`src/rtl/fifo_store_non2n.sv`:
```
// fifo_store_non2n: single-clock FIFO store whose pointers wrap at FIFO_DEPTH-1 (any depth, not just 2**n).
// Define FIFO_ALMOST_FLAGS_EN to add the almost_full/almost_empty flags and their AF_LEVEL/AE_LEVEL parameters.
module fifo_store_non2n #(
  parameter int DATA_WIDTH = 8,
  parameter int FIFO_DEPTH = 520,
  parameter int PTR_WIDTH  = 10
`ifdef FIFO_ALMOST_FLAGS_EN
  ,
  parameter int AF_LEVEL   = FIFO_DEPTH - 4,
  parameter int AE_LEVEL   = 4
`endif
) (
  input  logic                  wclk,
  input  logic                  wrst,
  input  logic                  w_en,
  input  logic [DATA_WIDTH-1:0] wdata,
  input  logic                  r_en,
  output logic [DATA_WIDTH-1:0] rdata,
  output logic                  rd_valid,
  output logic                  full,
  output logic                  empty,
  output logic [PTR_WIDTH-1:0]  count,
  output logic                  wr_overflow,
  output logic                  rd_underflow
`ifdef FIFO_ALMOST_FLAGS_EN
  ,
  output logic                  almost_full,
  output logic                  almost_empty
`endif
);

  localparam logic [PTR_WIDTH-1:0] LAST_IDX  = PTR_WIDTH'(FIFO_DEPTH - 1);
  localparam logic [PTR_WIDTH-1:0] DEPTH_CNT = PTR_WIDTH'(FIFO_DEPTH);
`ifdef FIFO_ALMOST_FLAGS_EN
  localparam logic [PTR_WIDTH-1:0] AF_CNT    = PTR_WIDTH'(AF_LEVEL);
  localparam logic [PTR_WIDTH-1:0] AE_CNT    = PTR_WIDTH'(AE_LEVEL);
`endif

  logic [DATA_WIDTH-1:0] mem [0:FIFO_DEPTH-1];
  logic [PTR_WIDTH-1:0]  wr_ptr;
  logic [PTR_WIDTH-1:0]  rd_ptr;
  logic [PTR_WIDTH-1:0]  count_nxt;
  logic                  wr_acc;
  logic                  rd_acc;

  // Wrap explicitly at the last entry; a plain binary roll-over would overrun a non-2**n depth.
  function automatic logic [PTR_WIDTH-1:0] ptr_inc(input logic [PTR_WIDTH-1:0] p);
    return (p == LAST_IDX) ? '0 : p + 1'b1;
  endfunction

  // Accept decisions use the registered flags, so pointer equality never reaches both sides at once.
  always_comb begin
    wr_acc    = w_en & ~full;
    rd_acc    = r_en & ~empty;
    count_nxt = count;
    if (wr_acc && !rd_acc)
      count_nxt = count + 1'b1;
    else if (rd_acc && !wr_acc)
      count_nxt = count - 1'b1;
  end

  // Storage array: not reset, written only on an accepted write.
  always_ff @(posedge wclk) begin
    if (wr_acc && !wrst)
      mem[wr_ptr] <= wdata;
  end

  // Control and registered outputs; flags derive from count_nxt so they stay coherent with count.
  always_ff @(posedge wclk) begin
    if (wrst) begin
      wr_ptr       <= '0;
      rd_ptr       <= '0;
      count        <= '0;
      full         <= 1'b0;
      empty        <= 1'b1;
      rdata        <= '0;
      rd_valid     <= 1'b0;
      wr_overflow  <= 1'b0;
      rd_underflow <= 1'b0;
`ifdef FIFO_ALMOST_FLAGS_EN
      almost_full  <= 1'b0;
      almost_empty <= 1'b1;
`endif
    end else begin
      if (wr_acc)
        wr_ptr <= ptr_inc(wr_ptr);
      if (rd_acc) begin
        rd_ptr <= ptr_inc(rd_ptr);
        rdata  <= mem[rd_ptr];
      end
      rd_valid     <= rd_acc;
      count        <= count_nxt;
      full         <= (count_nxt == DEPTH_CNT);
      empty        <= (count_nxt == '0);
      wr_overflow  <= w_en & full;
      rd_underflow <= r_en & empty;
`ifdef FIFO_ALMOST_FLAGS_EN
      almost_full  <= (count_nxt >= AF_CNT);
      almost_empty <= (count_nxt <= AE_CNT);
`endif
    end
  end

endmodule
```
`config.mk`:
```
export PLATFORM = sky130hd
export DESIGN_NAME = fifo_store_non2n
export DESIGN_NICKNAME = d
export VERILOG_FILES = /design/src/rtl/fifo_store_non2n.sv
export SDC_FILE = /design/constraint.sdc
export NUM_CORES = 2
export LEC_CHECK = 0
export CORE_MARGIN = 2
export CORE_UTILIZATION = 48
export DETAILED_ROUTE_END_ITERATION = 6
export PLACE_DENSITY_LB_ADDON = 0.1
export SETUP_SLACK_MARGIN = 0.15
export SYNTH_ARGS = -nofsm -noshare
export SYNTH_HDL_FRONTEND = slang
export SYNTH_MEMORY_MAX_BITS = 65536
export SYNTH_SLANG_ARGS = --single-unit
```
`constraint.sdc`:
```
create_clock -name wclk -period 3.2 [get_ports wclk]
set_clock_uncertainty 0.15 [all_clocks]
set_input_delay 0.48 -clock wclk [delete_from_list [all_inputs] [get_ports wclk]]
set_output_delay 0.48 -clock wclk [all_outputs]
set_load 0.005 [all_outputs]
```
==> results_dict.tcl <==
set metrics [dict create \
    grt_use_met2 0.469 \
    die_x_um 591 \
    first_pass_iters 5 \
    crit_end "rdata[3]" \
    die_area_um2 350000 \
    critPathRequiredTime_ns 3.92 \
    final_max_slew_viol_count 0 \
    status "complete, but fails checks" \
    finalSetupTns_ns -1.73 \
    cts_max_level 5 \
    critPathLaunch "rd_ptr[0]" \
    dp_hpwl_um 352000 \
    violations "setup timing" \
    worst_hold_path_type "primary input to flop" \
    gp_congestion 0.916 \
    power.share.clock 0.412 \
    power.density_nw_per_um2 609 \
    synthCells 8129 \
    synth_area_leaders "edfxtp_1 (75%), mux4_2 (11%), mux2i_1 (3.1%)" \
    fin_crit_sh 1.10 \
    p_sw_mw 27.2 \
    use_met1 0.426 \
    max_slew_margin 0.334 \
    ys_async_sr_fraction 0 \
    peakVddDrop_uv 487 \
    nFillCells 25400 \
    netlist_area_um2 166000 \
    drtAntennaViolNets 0 \
    setup_viol 8 \
    cts.sinks 4203 \
    yosys_warnings 0 \
    rows 215 \
    drt_iter0_drc 12700 \
    setup_slack_ns -0.322 \
    grt_pass1_vias 90300 \
    swShare 0.224 \
    rsz0062_at_grt "yes" \
    worstSetupPathType "flop to flop" \
    r2r_cells 13 \
    ys_ff_latch 4203 \
    cp.arrival_ns 4.24 \
    ys_seq_area_frac 0.760 \
    numCtsBuffers 432 \
    fmax_mhz 284 \
    grt_overflow 0 \
    worst_slew_pin_slew_ns 1.00 \
    initial_core_util 0.483 \
    grt.met3_usage 0.0614 \
    grt_use_total 0.302 \
    synth-edff-count 4160 \
    drive_above_1_share 0.337 \
    rr_startpoint "rd_ptr[0]" \
    synth_area_leader_cell "edfxtp_1" \
    pin_count 35 \
    yosys-top-cells-count "edfxtp_1 (4,160), mux4_2 (823), nor2_1 (624), mux2i_1 (508), clkbuf_1 (199)" \
    endpoint_kind "flop" \
    grt_pass1_wl_um 730000 \
    yosysUniqueCellTypes 89 \
    ys.flop_type "edfxtp_1" \
    synth_nets 8148 \
    p_comb_frac 0.089 \
    drv_cap 0 \
    wl_per_cell_um 36.1 \
    seqPwrFrac 0.499 \
    io_buffers 34 \
    cts_tree "built" \
    syn_avg_cell_area_um2 20.4 \
    vias_per_cell 6.29 \
    cts_root_buf "clkbuf_16" \
    antenna_found_initial 30 \
    p_total_mw 122 \
    path_clk_slew_ns 0.06 \
    final_nets 9878 \
    clk_path_buf_depth 4 \
    rrSetupSlack_ns -0.32 \
    routed_wl_um 535000 \
    die_y_um 591 \
    leakagePower_nw 64.6 \
    top_usage_layer "met2" \
    reg2reg_to "rdata[3]" \
    critPathLaunchType "flop" \
    synth_most_common_cell "edfxtp_1" \
    post-route-min-period_ns 3.52 \
    clock_latency_ns 0.99 \
    synth_top_area_share 0.755 \
    vias 93100 \
    hold_violations 0 \
    grt_max_degree 153 \
    intPower_mw 94.4 \
    coreArea_um2 343000 \
    drc_errors 0 \
    syn_to_final_growth_pct 20.7 \
    worst-path-max-fanout 8 \
]
## through the flow
step	cell area (um^2)	hold WS, ns	cells	worst slack (ns)	util
2_1_floorplan	166000	0.320	8129	0.407	-
4_1_cts	198000	0.239	14700	-0.207	0.578
3_3_place_gp	183000	0.347	13900	-0.888	0.535
6_report	200000	0.311	14800	-0.322	0.582
3_5_place_dp	183000	0.360	13900	-0.820	0.535
5_1_grt	200000	0.278	14800	-0.341	0.582
## flip-flops by register name, indices dropped and copies added, names as in the netlist
name          cells
full              1
wr_overflow       1
count            10
mem            4160
rd_ptr           10
rd_underflow      1
wr_ptr           10
empty             1
rdata             8
rd_valid          1
## critical path, stage by stage, from the launching register on
cell and delay (ns):
dfxtp_4 0.37, buf_12 0.16, buf_16 0.17, buf_16 0.14, buf_4 0.13, mux4_2 0.50, a22oi_2 0.24, o2111ai_1 0.14
buf_4 0.19, o211ai_1 0.51, buf_4 0.23, a2111oi_4 0.06, a311oi_2 0.30, o41ai_2 0.08
## placed cells by master (no fill, tap or decap), types with 77 or more instances in the layout
master     count
clkbuf_1      89
clkinv_2      78
o21ai_0       77
o22ai_1      123
clkbuf_16    445
edfxtp_1    4160
o221ai_1     144
clkinv_1      96
a21oi_1      123
mux2i_1      503
mux4_2       825
nand2_1      188
buf_4       1509
nand3_1       77
buf_12       217
nor2_1       615
## worst min path at each step
stage	startpoint	end	slack [ns]	depth (start not counted)
global route	wdata[4]	mem[384][4]	0.28	2
finish	wdata[4]	mem[384][4]	0.31	2
detailed placement	wr_ptr[1]	wr_ptr[1]	0.36	2
global placement	wr_ptr[1]	wr_ptr[1]	0.35	2
floorplan	rdata[3]	rdata[3]	0.32	2
CTS	wdata[4]	mem[384][4]	0.24	2
## timing repair
| item | CTS | global route |
|---|---|---|
| buffers inserted | 28 | 68 |
| endpoints found under the hold margin | 590 | 0 |
| gates cloned | 3 | 9 |
| setup endpoints to repair | 39 | 263 |
| resized for setup | 94 | 95 |
| pin swaps | 15 | 21 |
| hold buffers | 11 | 0 |
## power by group through the flow
stage / registers [mW] / clock network [mW] / logic (mW)
after floorplan: 61.8 / 0 / 6.10
after global placement: 61.8 / 0 / 9.89
after detailed placement: 61.8 / 0 / 10.0
after CTS: 60.7 / 50.7 / 10.3
after global routing: 60.6 / 52.7 / 11.3
final: 60.7 / 50.1 / 10.8
## logic make-up after synthesis
family,Yosys count,synth area share
buffers and inverters,547,0.0238
DFF,4203,0.760
muxes,1395,0.150
AOI/OAI and AO/OA,814,0.0350
xor gates and xnor gates,23,0.00122
adders and majority gates,7,0.000529
and+or+nand+nor,1140,0.0297
## cell type report
type | count | area, um^2 | share of cell area
sequential | 4203 | 126000 | 0.630
multi-input combinational | 3379 | 36700 | 0.184
clock inverter | 272 | 2700 | 0.0135
timing repair buffer | 1828 | 17400 | 0.0869
tap | 4557 | 5700 | 0.0286
inverter | 15 | 73.8 | 0.000370
clock buffer | 529 | 11300 | 0.0566
antenna | 15 | 37.5 | 0.000188
## metal layers
| layer | wire length (um) | share of wire | vias up |
|---|---|---|---|
| li1 | - | - | 37300 |
| met1 | 210000 | 0.39 | 49600 |
| met2 | 248000 | 0.46 | 5250 |
| met3 | 53700 | 0.10 | 867 |
| met4 | 23400 | 0.044 | 3 |
| met5 | 32 | 0.000060 | - |
(Power assumes the default switching activity.)
